--- config.mk ---
export PLATFORM = sky130hd
export DESIGN_NAME = gat_layer_ctrl_flat
export DESIGN_NICKNAME = d
export VERILOG_FILES = /design/src/rtl/gat_ctrl_pkg.sv /design/src/rtl/gat_layer_ctrl_if.sv /design/src/rtl/gat_rd_delay_line.sv /design/src/rtl/gat_layer_ctrl.sv /design/src/flat_wrapper.sv
export SDC_FILE = /design/constraint.sdc
export NUM_CORES = 1
export LEC_CHECK = 0
export ABC_AREA = 1
export ABC_CLOCK_PERIOD_IN_PS = 5400
export CAP_MARGIN = 10
export CORE_MARGIN = 5
export CORE_UTILIZATION = 45
export CTS_BUF_LIST = sky130_fd_sc_hd__clkbuf_4 sky130_fd_sc_hd__clkbuf_8
export DETAILED_ROUTE_END_ITERATION = 6
export PLACE_DENSITY = 0.77
export RECOVER_POWER = 50
export SLEW_MARGIN = 5
export SYNTH_ARGS = -nofsm -noshare
export SYNTH_HDL_FRONTEND = slang
export SYNTH_HIERARCHICAL = 1
export SYNTH_SLANG_ARGS = --single-unit
export TNS_END_PERCENT = 50
--- constraint.sdc ---
create_clock -name clk -period 5.4 [get_ports clk]
set_clock_uncertainty 0.1 [all_clocks]
set_input_delay 1.62 -clock clk [delete_from_list [all_inputs] [get_ports clk]]
set_output_delay 1.62 -clock clk [all_outputs]
set_load 0.05 [all_outputs]
--- src/rtl/gat_ctrl_pkg.sv ---
// Shared types and constants for the GAT layer controller.
package gat_ctrl_pkg;

  // Controller sequencing states.
  typedef enum logic [2:0] {
    IDLE,
    WAIT_LOAD,
    LAUNCH,
    BUSY,
    DONE
  } state_e;

  // Bit positions of the BRAM load-done channels.
  localparam int CH_H_DATA    = 0;
  localparam int CH_NODE_INFO = 1;
  localparam int CH_WGT       = 2;

  // Layer 0 needs every buffer; later layers only need fresh weights.
  localparam logic [2:0] DEF_MASK_L0 = 3'((1 << CH_H_DATA) | (1 << CH_NODE_INFO) | (1 << CH_WGT));
  localparam logic [2:0] DEF_MASK_LN = 3'(1 << CH_WGT);

endpackage : gat_ctrl_pkg

--- src/rtl/gat_layer_ctrl_if.sv ---
// Core handshake plus feature BRAM port-B, seen from controller (master) and core side (slave).
interface gat_layer_ctrl_if #(
  parameter int LAYER_W    = 1,
  parameter int DATA_WIDTH = 8,
  parameter int ADDR_W     = 16
);
  logic                  core_start_o;
  logic [LAYER_W-1:0]    core_layer_o;
  logic                  core_done_i;
  logic [ADDR_W-1:0]     feat_bram_addrb;
  logic [DATA_WIDTH-1:0] feat_bram_dout;

  modport master (
    output core_start_o, core_layer_o, feat_bram_addrb,
    input  core_done_i, feat_bram_dout
  );

  modport slave (
    input  core_start_o, core_layer_o, feat_bram_addrb,
    output core_done_i, feat_bram_dout
  );
endinterface : gat_layer_ctrl_if

--- src/rtl/gat_rd_delay_line.sv ---
// Valid shift register of depth DEPTH for the feature readback path. The BRAM
// itself provides the data latency, so data is captured only into the final
// stage, on the cycle its valid bit enters that stage.
module gat_rd_delay_line #(
  parameter int DEPTH = 2,
  parameter int WIDTH = 8
) (
  input  logic             clk,
  input  logic             rst_n,
  input  logic             in_valid,
  input  logic [WIDTH-1:0] in_data,
  output logic             out_valid,
  output logic [WIDTH-1:0] out_data
);
  logic [DEPTH-1:0] vld_q, vld_d;
  logic [WIDTH-1:0] data_q, data_d;

  // Next-state: shift valid along, capture data as valid enters the last stage.
  always_comb begin
    // NOTE: every signal assigned in always_comb gets a default first, so no latch is inferred.
    data_d = data_q;
    vld_d  = (vld_q << 1) | DEPTH'(in_valid);
    if (vld_d[DEPTH-1]) data_d = in_data;
  end

  // Pipeline registers.
  always_ff @(posedge clk or negedge rst_n) begin
    if (!rst_n) begin
      // NOTE: the data register is reset too, so rd_data_o reads 0 out of reset.
      vld_q  <= '0;
      data_q <= '0;
    end else begin
      // NOTE: sequential state uses non-blocking assignment only.
      vld_q  <= vld_d;
      data_q <= data_d;
    end
  end

  assign out_valid = vld_q[DEPTH-1];
  assign out_data  = data_q;
endmodule : gat_rd_delay_line

--- src/rtl/gat_layer_ctrl.sv ---
// Control front end: sticky load tracking, multi-layer start/done sequencing
// with the GAT core, BUSY cycle counter and latency-aligned feature readback.
module gat_layer_ctrl
  import gat_ctrl_pkg::*;
#(
  parameter int                     NUM_LAYERS         = 2,
  parameter int                     NUM_LOAD_CH        = 3,
  parameter logic [NUM_LOAD_CH-1:0] REQ_MASK_L0        = DEF_MASK_L0,
  parameter logic [NUM_LOAD_CH-1:0] REQ_MASK_LN        = DEF_MASK_LN,
  parameter int                     FEAT_RD_LAT        = 2,
  parameter int                     DATA_WIDTH         = 8,
  parameter int                     NEW_FEATURE_ADDR_W = 16,
  parameter int                     CYC_W              = 32,
  parameter int                     LAYER_W            = (NUM_LAYERS > 1) ? $clog2(NUM_LAYERS) : 1
) (
  input  logic                          clk,
  input  logic                          rst_n,
  input  logic                          start_i,
  input  logic [LAYER_W-1:0]            start_layer_i,
  input  logic                          auto_chain_i,
  input  logic [NUM_LOAD_CH-1:0]        load_done_i,
  output logic                          gat_ready,
  output logic                          done_o,
  output logic [LAYER_W-1:0]            busy_layer_o,
  output logic [NUM_LOAD_CH-1:0]        load_status_o,
  output logic [CYC_W-1:0]              cycles_o,
  input  logic                          rd_req_i,
  input  logic [NEW_FEATURE_ADDR_W-1:0] rd_addr_i,
  output logic [DATA_WIDTH-1:0]         rd_data_o,
  output logic                          rd_valid_o,
  output logic                          rd_err_o,
  gat_layer_ctrl_if.master              core_if
);
  state_e                          state_q, state_d;
  logic [LAYER_W-1:0]              layer_q, layer_d;
  logic [LAYER_W-1:0]              core_layer_q, core_layer_d;
  logic                            chain_q, chain_d;
  logic                            first_q, first_d;
  logic [CYC_W-1:0]                cycles_q, cycles_d;
  logic [NUM_LOAD_CH-1:0]          load_status_q, load_status_d;
  logic [NEW_FEATURE_ADDR_W-1:0]   addr_q, addr_d;
  logic                            rd_pend_q, rd_pend_d;
  logic                            err_q, err_d;
  logic [NUM_LOAD_CH-1:0]          cur_mask, start_mask, load_clr;
  logic                            rd_acc;

  // Sequencing FSM, load bookkeeping, cycle counter and read acceptance.
  always_comb begin
    state_d      = state_q;
    layer_d      = layer_q;
    chain_d      = chain_q;
    first_d      = first_q;
    cycles_d     = cycles_q;
    load_clr     = '0;
    err_d        = 1'b0;
    cur_mask     = (layer_q == '0) ? REQ_MASK_L0 : REQ_MASK_LN;
    start_mask   = (start_layer_i == '0) ? REQ_MASK_L0 : REQ_MASK_LN;

    unique case (state_q)
      IDLE: begin
        if (start_i) begin
          if (int'(start_layer_i) >= NUM_LAYERS) begin
            err_d = 1'b1;
          end else begin
            layer_d = start_layer_i;
            chain_d = auto_chain_i;
            first_d = 1'b1;
            state_d = ((load_status_q & start_mask) == start_mask) ? LAUNCH : WAIT_LOAD;
          end
        end
      end
      WAIT_LOAD: begin
        // A load pulse arriving this very cycle already counts.
        if (((load_status_q | load_done_i) & cur_mask) == cur_mask) state_d = LAUNCH;
      end
      LAUNCH: begin
        load_clr = cur_mask;
        // A chained run keeps accumulating after its first layer.
        if (!chain_q || first_q) cycles_d = '0;
        first_d  = 1'b0;
        state_d  = BUSY;
      end
      BUSY: begin
        if (cycles_q != '1) cycles_d = cycles_q + CYC_W'(1);
        if (core_if.core_done_i) begin
          if (chain_q && (int'(layer_q) < NUM_LAYERS - 1)) begin
            layer_d = layer_q + LAYER_W'(1);
            state_d = WAIT_LOAD;
          end else begin
            state_d = DONE;
          end
        end
      end
      DONE:    state_d = IDLE;
      default: state_d = IDLE;
    endcase

    // Set wins over the launch-time clear.
    load_status_d = (load_status_q & ~load_clr) | load_done_i;

    // Core layer index changes only on entry to LAUNCH, so it is valid with core_start_o.
    core_layer_d = (state_d == LAUNCH) ? layer_d : core_layer_q;

    rd_acc    = rd_req_i && (state_q == IDLE);
    rd_pend_d = rd_acc;
    addr_d    = rd_acc ? rd_addr_i : addr_q;
    if (rd_req_i && (state_q != IDLE)) err_d = 1'b1;
  end

  // Controller state registers.
  always_ff @(posedge clk or negedge rst_n) begin
    if (!rst_n) begin
      state_q       <= IDLE;
      layer_q       <= '0;
      core_layer_q  <= '0;
      chain_q       <= 1'b0;
      first_q       <= 1'b0;
      cycles_q      <= '0;
      load_status_q <= '0;
      addr_q        <= '0;
      rd_pend_q     <= 1'b0;
      err_q         <= 1'b0;
    end else begin
      state_q       <= state_d;
      layer_q       <= layer_d;
      core_layer_q  <= core_layer_d;
      chain_q       <= chain_d;
      first_q       <= first_d;
      cycles_q      <= cycles_d;
      load_status_q <= load_status_d;
      addr_q        <= addr_d;
      rd_pend_q     <= rd_pend_d;
      err_q         <= err_d;
    end
  end

  gat_rd_delay_line #(
    .DEPTH (FEAT_RD_LAT),
    .WIDTH (DATA_WIDTH)
  ) u_rd_delay (
    .clk       (clk),
    .rst_n     (rst_n),
    .in_valid  (rd_pend_q),
    .in_data   (core_if.feat_bram_dout),
    .out_valid (rd_valid_o),
    .out_data  (rd_data_o)
  );

  assign gat_ready               = (state_q == IDLE);
  assign done_o                  = (state_q == DONE);
  assign busy_layer_o            = layer_q;
  assign load_status_o           = load_status_q;
  assign cycles_o                = cycles_q;
  assign rd_err_o                = err_q;
  assign core_if.core_start_o    = (state_q == LAUNCH);
  assign core_if.core_layer_o    = core_layer_q;
  assign core_if.feat_bram_addrb = addr_q;
endmodule : gat_layer_ctrl

--- src/flat_wrapper.sv ---
// flat-port wrapper written by rule: the top's interface ports become plain ports
module gat_layer_ctrl_flat import gat_ctrl_pkg::*;
#(
  parameter int                     NUM_LAYERS         = 2,
  parameter int                     NUM_LOAD_CH        = 3,
  parameter logic [NUM_LOAD_CH-1:0] REQ_MASK_L0        = DEF_MASK_L0,
  parameter logic [NUM_LOAD_CH-1:0] REQ_MASK_LN        = DEF_MASK_LN,
  parameter int                     FEAT_RD_LAT        = 2,
  parameter int                     DATA_WIDTH         = 8,
  parameter int                     NEW_FEATURE_ADDR_W = 16,
  parameter int                     CYC_W              = 32,
  parameter int                     LAYER_W            = (NUM_LAYERS > 1) ? $clog2(NUM_LAYERS) : 1
)
  (clk, rst_n, start_i, start_layer_i, auto_chain_i, load_done_i, gat_ready, done_o, busy_layer_o, load_status_o, cycles_o, rd_req_i, rd_addr_i, rd_data_o, rd_valid_o, rd_err_o, core_if_core_start_o, core_if_core_layer_o, core_if_feat_bram_addrb, core_if_core_done_i, core_if_feat_bram_dout);
  gat_layer_ctrl_if #(.LAYER_W(LAYER_W), .DATA_WIDTH(DATA_WIDTH), .ADDR_W((16))) core_if_i ();
  input  logic clk;
  input  logic rst_n;
  input  logic start_i;
  input  logic [LAYER_W-1:0] start_layer_i;
  input  logic auto_chain_i;
  input  logic [NUM_LOAD_CH-1:0] load_done_i;
  output logic gat_ready;
  output logic done_o;
  output logic [LAYER_W-1:0] busy_layer_o;
  output logic [NUM_LOAD_CH-1:0] load_status_o;
  output logic [CYC_W-1:0] cycles_o;
  input  logic rd_req_i;
  input  logic [NEW_FEATURE_ADDR_W-1:0] rd_addr_i;
  output logic [DATA_WIDTH-1:0] rd_data_o;
  output logic rd_valid_o;
  output logic rd_err_o;
  output wire logic [$bits(core_if_i.core_start_o)-1:0] core_if_core_start_o;
  output wire logic [$bits(core_if_i.core_layer_o)-1:0] core_if_core_layer_o;
  output wire logic [$bits(core_if_i.feat_bram_addrb)-1:0] core_if_feat_bram_addrb;
  input wire logic [$bits(core_if_i.core_done_i)-1:0] core_if_core_done_i;
  input wire logic [$bits(core_if_i.feat_bram_dout)-1:0] core_if_feat_bram_dout;
  assign core_if_core_start_o = core_if_i.core_start_o;
  assign core_if_core_layer_o = core_if_i.core_layer_o;
  assign core_if_feat_bram_addrb = core_if_i.feat_bram_addrb;
  assign core_if_i.core_done_i = core_if_core_done_i;
  assign core_if_i.feat_bram_dout = core_if_feat_bram_dout;
  gat_layer_ctrl #(.NUM_LAYERS(NUM_LAYERS), .NUM_LOAD_CH(NUM_LOAD_CH), .REQ_MASK_L0(REQ_MASK_L0), .REQ_MASK_LN(REQ_MASK_LN), .FEAT_RD_LAT(FEAT_RD_LAT), .DATA_WIDTH(DATA_WIDTH), .NEW_FEATURE_ADDR_W(NEW_FEATURE_ADDR_W), .CYC_W(CYC_W), .LAYER_W(LAYER_W)) u_core (.clk(clk), .rst_n(rst_n), .start_i(start_i), .start_layer_i(start_layer_i), .auto_chain_i(auto_chain_i), .load_done_i(load_done_i), .gat_ready(gat_ready), .done_o(done_o), .busy_layer_o(busy_layer_o), .load_status_o(load_status_o), .cycles_o(cycles_o), .rd_req_i(rd_req_i), .rd_addr_i(rd_addr_i), .rd_data_o(rd_data_o), .rd_valid_o(rd_valid_o), .rd_err_o(rd_err_o), .core_if(core_if_i));
endmodule
# Yosys cells after proc, flatten, opt, wreduce, memory -nomap -nowiden
# Index checks and enable logic that the tools add are counted.
[word_totals]
reg_bits = 70
latch_bits = 0
ram_bits = 0
rom_bits = 0
in_bits = 34
output_inout_bits = 66
word_cells = 64
n_memories = 0
[classes]
n_addsub = 2
n_mul = 0
div = 0
n_lt_le_gt_ge = 1
n_eq_ne = 11
shift = 0
n_mux = 19
bitwise = 7
reduce_logical = 12
[op_table]
columns = ["operator", "n"]
rows = [
  ["32-bit 2-to-1 mux", 2],
  ["32-bit case mux with 2 select lines", 1],
  ["32-bit by 1-bit adder with 32-bit output, second input constant", 1],
  ["32-bit != test, second input constant", 1],
  ["3-bit 2-to-1 mux", 5],
  ["3-bit case mux with 4 select lines", 1],
  ["3-bit bitwise AND", 3],
  ["3-bit by 2-bit equality test with 1-bit output, second input constant", 3],
  ["3-bit equality test", 2],
  ["2-bit 2-to-1 mux", 3],
  ["3-bit bitwise OR", 2],
  ["1-bit 2-to-1 mux", 5],
  ["2-bit by 1-bit != test with 1-bit output, second input constant", 2],
  ["1-bit case mux with 2 select lines", 2],
  ["2-bit AND reduction", 2],
  ["2-bit nonzero test", 2],
  ["3-bit by 1-bit equality test with 1-bit output, second input constant", 1],
  ["3-bit equality test, second input constant", 1],
  ["1-bit logical AND", 3],
  ["3-bit zero test", 1],
  ["3-bit NOT", 1],
  ["3-bit AND reduction", 1],
  ["3-bit nonzero test", 1],
  ["2-bit != test, second input constant", 1],
  ["other kinds (5)", 5],
]

# Longest topological paths before layout
# Gate-level depths: netlist of run 1.
[depth]
word_depth = 7
depth_mapped = 11
depth_no_buf = 10

# Hierarchy
# The synthesis of run 1 kept the hierarchy.
[modules_own_cells]
columns = ["module", "n_inst", "cells_each", "area_each_um2", "seq_area_each_um2"]
rows = [
  ["gat_layer_ctrl", 1, 474, 3318.2, 1501.4],
  ["gat_rd_delay_line", 1, 36, 355.3, 250.2],
]

# Least setup slack after synthesis of run 1
# Ideal clock, no wire load.
[synth_timing]
kind = "reg-to-output"
startpoint = "register u_core.state_q[0]"
endpoint = "output port done_o"
t_arrival_ns = 1.525
required_ns = 3.680
slack_ns = 2.155
stages_incl_launch_ff = 2
n_path_buf = 0
cell_sequence = "dfrtp_1 nor3_1"
[synth_between]
elab_chain_len = 1
[synth_lines]
columns = ["item", "line", "source"]
rows = [
  ["start, declared", "gat_layer_ctrl.sv:34", "state_e state_q, state_d;"],
  ["start signal, assigned", "gat_layer_ctrl.sv:124", "state_q <= state_d;"],
  ["3-bit equality test", "gat_layer_ctrl.sv:150", "assign done_o = (state_q == DONE);"],
  ["end, declared", "flat_wrapper.sv:23", "output logic done_o;"],
]
# No other way between the ends.

# Final worst setup path of run 1
[layout_timing]
startpoint = "register u_core.state_q[2]"
endpoint = "register u_core.cycles_q[20] (netlist: u_core/cycles_o[20])"
[layout_between]
elab_chain_len = 3
word_cells_on_any_way = 7
classes_between = "eq/ne: 4; mux: 1; reduce/logical: 2"
[layout_lines]
columns = ["item", "line", "source"]
rows = [
  ["3-bit by 2-bit equality test with 1-bit output", "gat_layer_ctrl.sv:59", "unique case (state_q)"],
  ["2-bit by 1-bit != test with 1-bit output (no source line) or 2-bit nonzero test (tied branches)", "-", ""],
  ["3-bit AND reduction (no source line)", "-", ""],
  ["end signal, assigned", "gat_layer_ctrl.sv:129", "cycles_q <= cycles_d;"],
  ["end, declared", "gat_layer_ctrl.sv:39", "logic [CYC_W-1:0] cycles_q, cycles_d;"],
]
# Parallel ways exist; a longest one is shown, timed or not.
# A chain may end at the register's enable or synchronous reset.

==> flow_summary.toml, run 1 <==
[logic_synthesis]
synth_enable_flop_cells = 0
ys.flop_type = "dfrtp_1"
syn_nets = 545
netlist_area_um2 = 3670
ys_ff_latch = 70
synthArstFlopShare = 1.00
ys_warn_count = 6
ys_top_cells_by_area = "dfrtp_1 48%, nand2_1 21%, nor2_1 6.5%"
synth_top_cell_area_share = 0.477
syn_avg_cell_area_um2 = 7.20
ys_seq_area_frac = 0.477
synthCells = 510
synth_area_leader_cell = "dfrtp_1"
yosysUniqueCellTypes = 32

[sta]
rsz0062_at_grt = "false"
slew_viol_final = 65
worstMarginPinSlew_ns = 1.73
hold_viol_final = 0
fin_tns_setup_ns = 0
fmax_mhz = 252
post-route-min-period_ns = 3.98
final.period_utilization = 0.736
relSlewSlack = -0.151
setup_viol = 0

[pwr]
pwr_density_cell_nw_per_um2 = 476
netSwitchingFraction = 0.467
combinationalPowerShare = 0.475
internal_power_mw = 1.26
p_seq_frac = 0.323
p_leak_nw = 2.17
switchingPower_mw = 1.10
peakVddDrop_mv = 0.375
p_clk_frac = 0.203

[die]
die_area_um2 = 10100
std_cell_rows = 33
num_io_pins = 100
core_area_um2 = 8090
die_h_um = 100
initial_core_util = 0.454
dieWidth_um = 100

[worst_setup_path]
criticalPathCategory = "register to register"
cp.required_ns = 5.55
crit_path_max_incr_delay_ns = 1.13
cp_max_fo = 32
cp-end-kind = "register"
cp.arrival_ns = 4.12
slowest_stage = "clkbuf_1"
startpoint_type = "register"
path_cells = "inv_1, nand2_1, nor2_2, clkbuf_1, nand2_1, nor2_1, nand3_1, nand2_1, inv_2, o21ai_0"
crit_top_cell = "nand2_1"

[routing]
route.vias.total = 3725
drc = 0
wire_per_inst_um = 13.9
wl_um = 10000
drt_iter0_markers = 263
drt.antenna.violating_nets = 0
avgViaCountPerCell = 5.16
firstDrtPassIters = 7

[clocking]
postCtsResizedCells = 0
clk_latency_ns = 0.34
clock-sinks = 70
cts_buffer_depth = 2
cts_buffers = 9
htree_levels = 3
root_buffer = "clkbuf_8"
clkTransAtPathRegs_ns = 0.08
hold_buffers = 0
cts_post_setup_buffers_inserted = 0
tritoncts = "done"

[placed_design]
gp_congestion = 0.913
io_buffers = 99
hpwl_um = 7420

[global_route]
busiest_layer = "met2"
grt_pass1_wl_um = 16800
grt_pass1_vias = 3644
grt_util_met2 = 0.339
gr-total-overflow = 0
grt_util_met3 = 0.0528
antenna_found_initial = 0
met1_usage = 0.272
grt_usage = 0.208
grt_max_degree = 41

[layout]
fill_cells = 733
drive_gt1_frac = 0.0616
final_cell_mix = "207 x nand2_1, 84 x clkdlybuf4s50_1, 70 x dfrtp_1"
final_util = 0.612
antenna_cells = 0
nNetsFinal = 647
layout_commonest_cell = "nand2_1"
syn2layout_area_growth_pct = 34.8

[outcome]
status = "complete, but fails checks"
failed_checks = "max-capacitance violations, max-slew violations"

[hold_path]
worst_hold_path_type = "register to register"

[job]
drv_cap = 2
-- metrics by stage --
stage	setup slack [ns]	cell area [um2]	power, mW	instances	hold WS [ns]
after detailed placement	2.03	4740	1.90	706	0.271
after CTS	1.65	4970	2.38	722	0.291
after global routing	1.06	4950	2.49	722	0.304
after global placement	2.07	4740	1.88	706	0.274
final	1.42	4950	2.36	722	0.294
after floorplan	2.15	3670	1.54	510	0.231
-- critical path: cells and delay by family, from the launching register on --
kind,cells,cell delay [ns]
AO/OA/AOI/OAI,1,0.27
AND/OR/NAND/NOR,6,1.46
buffers and inverters,3,1.61
flip-flops,1,0.41
-- final cells by class --
| cell class | count | area (um2) | share of cell area |
|---|---|---|---|
| Tap cell | 105 | 131 | 0.0265 |
| Timing Repair Buffer | 101 | 993 | 0.201 |
| Sequential cell | 70 | 1750 | 0.354 |
| Clock inverter | 5 | 82.6 | 0.0167 |
| Multi-Input combinational cell | 383 | 1670 | 0.338 |
| Clock buffer | 11 | 145 | 0.0293 |
| Inverter | 47 | 176 | 0.0356 |
-- routing by layer --
layer | share of wire | wire, um
met1 | 0.42 | 4250
met2 | 0.48 | 4780
met3 | 0.090 | 897
met4 | 0.0096 | 96
met5 | 0 | 0
-- sequential cells by signal (all words and copies together) (netlist names) --
register                        cells
u_core/u_rd_delay/vld_q             2
u_core/u_rd_delay/out_data          8
u_core/state_q                      3
u_core/chain_q                      1
u_core/busy_layer_o                 1
u_core/core_if.feat_bram_addrb     16
u_core/rd_err_o                     1
u_core/cycles_o                    32
u_core/load_status_o                3
u_core/core_if.core_layer_o         1
u_core/first_q                      1
u_core/rd_pend_q                    1
-- worst paths after layout --
| check | startpoint | to | slack (ns) | depth (start not counted) |
|---|---|---|---|---|
| max | u_core/state_q[2]$_DFF_PN0_ | u_core/cycles_o[20]$_DFFE_PN0P_ | 1.42 | 10 |
| min | u_core/rd_pend_q$_DFF_PN0_ | u_core/u_rd_delay/vld_q[0]$_DFF_PN0_ | 0.29 | 0 |
| max reg2reg | u_core/state_q[2]$_DFF_PN0_ | u_core/cycles_o[20]$_DFFE_PN0P_ | 1.42 | 10 |
| min reg2reg | u_core/rd_pend_q$_DFF_PN0_ | u_core/u_rd_delay/vld_q[0]$_DFF_PN0_ | 0.29 | 0 |
| max in group asynchronous | rst_n | u_core/cycles_o[11]$_DFFE_PN0P_ | 1.83 | 2 |
| min in group asynchronous | rst_n | u_core/cycles_o[22]$_DFFE_PN0P_ | 1.62 | 1 |
-- power by group through the flow --
stage / clock network [mW] / registers [mW] / logic [mW]
floorplan: 0 / 1.14 / 0.399
global placement: 0 / 0.763 / 1.11
detailed placement: 0 / 0.764 / 1.13
CTS: 0.491 / 0.760 / 1.13
global route: 0.517 / 0.780 / 1.19
finish: 0.478 / 0.761 / 1.12
-- cell usage after synthesis (all sizes together), types with 3 or more instances --
| cell | number |
|---|---|
| a21oi | 3 |
| buf | 8 |
| dfrtp | 70 |
| inv | 47 |
| nand2 | 208 |
| nand3 | 48 |
| nand4 | 4 |
| nor2 | 67 |
| nor3 | 7 |
| o21ai | 32 |
-- cells by family after synthesis --
family | after synthesis | share of synthesized area
simple gates | 337 | 0.376
xor+xnor | 2 | 0.00477
compound gates | 43 | 0.0732
flops | 70 | 0.477
fa+ha+maj | 1 | 0.00341
buf+inv | 57 | 0.0661
Note: power is estimated with default switching activity, not from simulation.
==> inputs of run 2 (changes only) <==
--- a/config.mk
+++ b/config.mk
@@ -6,7 +6,7 @@
 export NUM_CORES = 1
 export LEC_CHECK = 0
 export ABC_AREA = 1
-export ABC_CLOCK_PERIOD_IN_PS = 5400
+export ABC_CLOCK_PERIOD_IN_PS = 4150
 export CAP_MARGIN = 10
 export CORE_MARGIN = 5
 export CORE_UTILIZATION = 45
==> constraint.sdc (replaced) <==
create_clock -name clk -period 4.15 [get_ports clk]
set_clock_uncertainty 0.1 [all_clocks]
set_input_delay 1.245 -clock clk [delete_from_list [all_inputs] [get_ports clk]]
set_output_delay 1.245 -clock clk [all_outputs]
set_load 0.05 [all_outputs]
==> flow_summary.toml, run 2 (synthesis results as in run 1) <==
[outcome]
status = "complete, but fails checks"
failed_checks = "max-capacitance violations, max-slew violations"

[die]
dieWidth_um = 100
die_area_um2 = 10100
die_h_um = 100
num_io_pins = 100
std_cell_rows = 33
initial_core_util = 0.454
core_area_um2 = 8090

[layout]
syn2layout_area_growth_pct = 33.1
antenna_cells = 0
drive_gt1_frac = 0.0566
largest_reg_flops = 32
nNetsFinal = 648
final_cell_mix = "208 x nand2_1, 84 x clkdlybuf4s50_1, 70 x dfrtp_1"
layout_commonest_cell = "nand2_1"

[routing]
wl_um = 9910
route.vias.total = 3710
drt_iter0_markers = 272
drt.antenna.violating_nets = 0
wire_per_inst_um = 13.7
firstDrtPassIters = 5
drc = 0
avgViaCountPerCell = 5.13

[clocking]
hold_buffers = 0
root_buffer = "clkbuf_8"
postCtsResizedCells = 0
cts_buffers = 9
cts_buffer_depth = 2
htree_levels = 3
tritoncts = "done"
clk_latency_ns = 0.34
clkTransAtPathRegs_ns = 0.07
clock-sinks = 70
cts_post_setup_buffers_inserted = 0

[hold_path]
worstHoldStart = "u_core/rd_pend_q$_DFF_PN0_"
worst_hold_path_type = "register to register"

[pwr]
p_leak_nw = 2.14
finalPower_mw = 2.93
peakVddDrop_mv = 0.522
pwr_density_cell_nw_per_um2 = 600

[sta]
final.period_utilization = 0.813
hold_viol_final = 0
worstMarginPinSlew_ns = 2.53
fmax_mhz = 296
fin_tns_setup_ns = 0
setup_viol = 0
relSlewSlack = -0.684
rsz0062_at_grt = "false"
post-route-min-period_ns = 3.37
slew_viol_final = 48

[worst_setup_path]
rr_startpoint = "u_core/cycles_o[0]$_DFFE_PN0P_"
path_buf_inv = 2
path_cells = "inv_1, nand2_1, nor2_1, clkdlybuf4s50_1"
slowest_stage = "clkdlybuf4s50_1"
cp.arrival_ns = 2.03
crit_family = "buffers and inverters"
startpoint_type = "register"
cp.required_ns = 2.80
crit_path_max_incr_delay_ns = 0.85
cp_max_fo = 4
critPathLaunch = "u_core/state_q[2]$_DFF_PN0_"
cp-end-kind = "output pin"
criticalPathCategory = "register to output pin"

[placed_design]
io_buffers = 99
hpwl_um = 7430
gp_congestion = 0.921

[global_route]
grt_pass1_wl_um = 16500
gr-total-overflow = 0
antenna_found_initial = 0
grt_pass1_vias = 3506
grt_max_degree = 48
grt_usage = 0.203

[job]
drv_cap = 1
[run 2: changes by cell type in the layout (fill, tap and decap cells not counted), sizes merged]
cell      previous run  this run
bufinv               2         0
clkinvlp             0         2
clkinv               3         4
buf                  0         1
clkbuf              14        13
[run 2: cell type report]
cell class                 count  area (um2)
fill                         781        3200
sequential                    70        1750
multi-input combinational    383        1660
timing repair buffer         102        1000
inverter                      47         176
clock buffer                  10         131
tap                          105         131
clock inverter                 6        38.8
[run 2: per-layer routing]
metal  GRT usage  up-vias  wire length [um]  part of all wire
met5           0        -                 0                 0
met4      0.0622        0               121             0.012
met3      0.0514       12               734             0.074
met2       0.321      153              4630              0.47
met1       0.275     1735              4420              0.45
li1            -     1810                 -                 -
[run 2: metrics by stage]
| step | hold WS (ns) | worst slack [ns] | util | std cells | area, um2 |
|---|---|---|---|---|---|
| floorplan | 0.231 | 1.28 | - | 510 | 3670 |
| global placement | 0.275 | 1.20 | 0.587 | 707 | 4750 |
| detailed placement | 0.247 | 1.14 | 0.587 | 707 | 4750 |
| CTS | 0.256 | 0.766 | 0.608 | 723 | 4920 |
| global route | 0.265 | 0.349 | 0.604 | 723 | 4890 |
| finish | 0.254 | 0.776 | 0.604 | 723 | 4890 |
[run 2: power breakdown]
group / internal (mW) / switching (mW)
logic: 0.421 / 1.04
registers: 0.856 / 0.132
clock network: 0.221 / 0.259
total: 1.50 / 1.43
[run 2: path summary, 6_finish.rpt]
check / endpoint / slack (ns) / depth (start not counted)
max: core_if_core_start_o / 0.78 / 4
min reg2reg: u_core/u_rd_delay/vld_q[0]$_DFF_PN0_ / 0.25 / 0
min in group asynchronous: u_core/cycles_o[24]$_DFFE_PN0P_ / 1.59 / 1
max reg2reg: u_core/cycles_o[5]$_DFFE_PN0P_ / 0.78 / 10
max in group asynchronous: u_core/core_if.feat_bram_addrb[15]$_DFFE_PN0P_ / 0.86 / 2
min: u_core/u_rd_delay/vld_q[0]$_DFF_PN0_ / 0.25 / 0
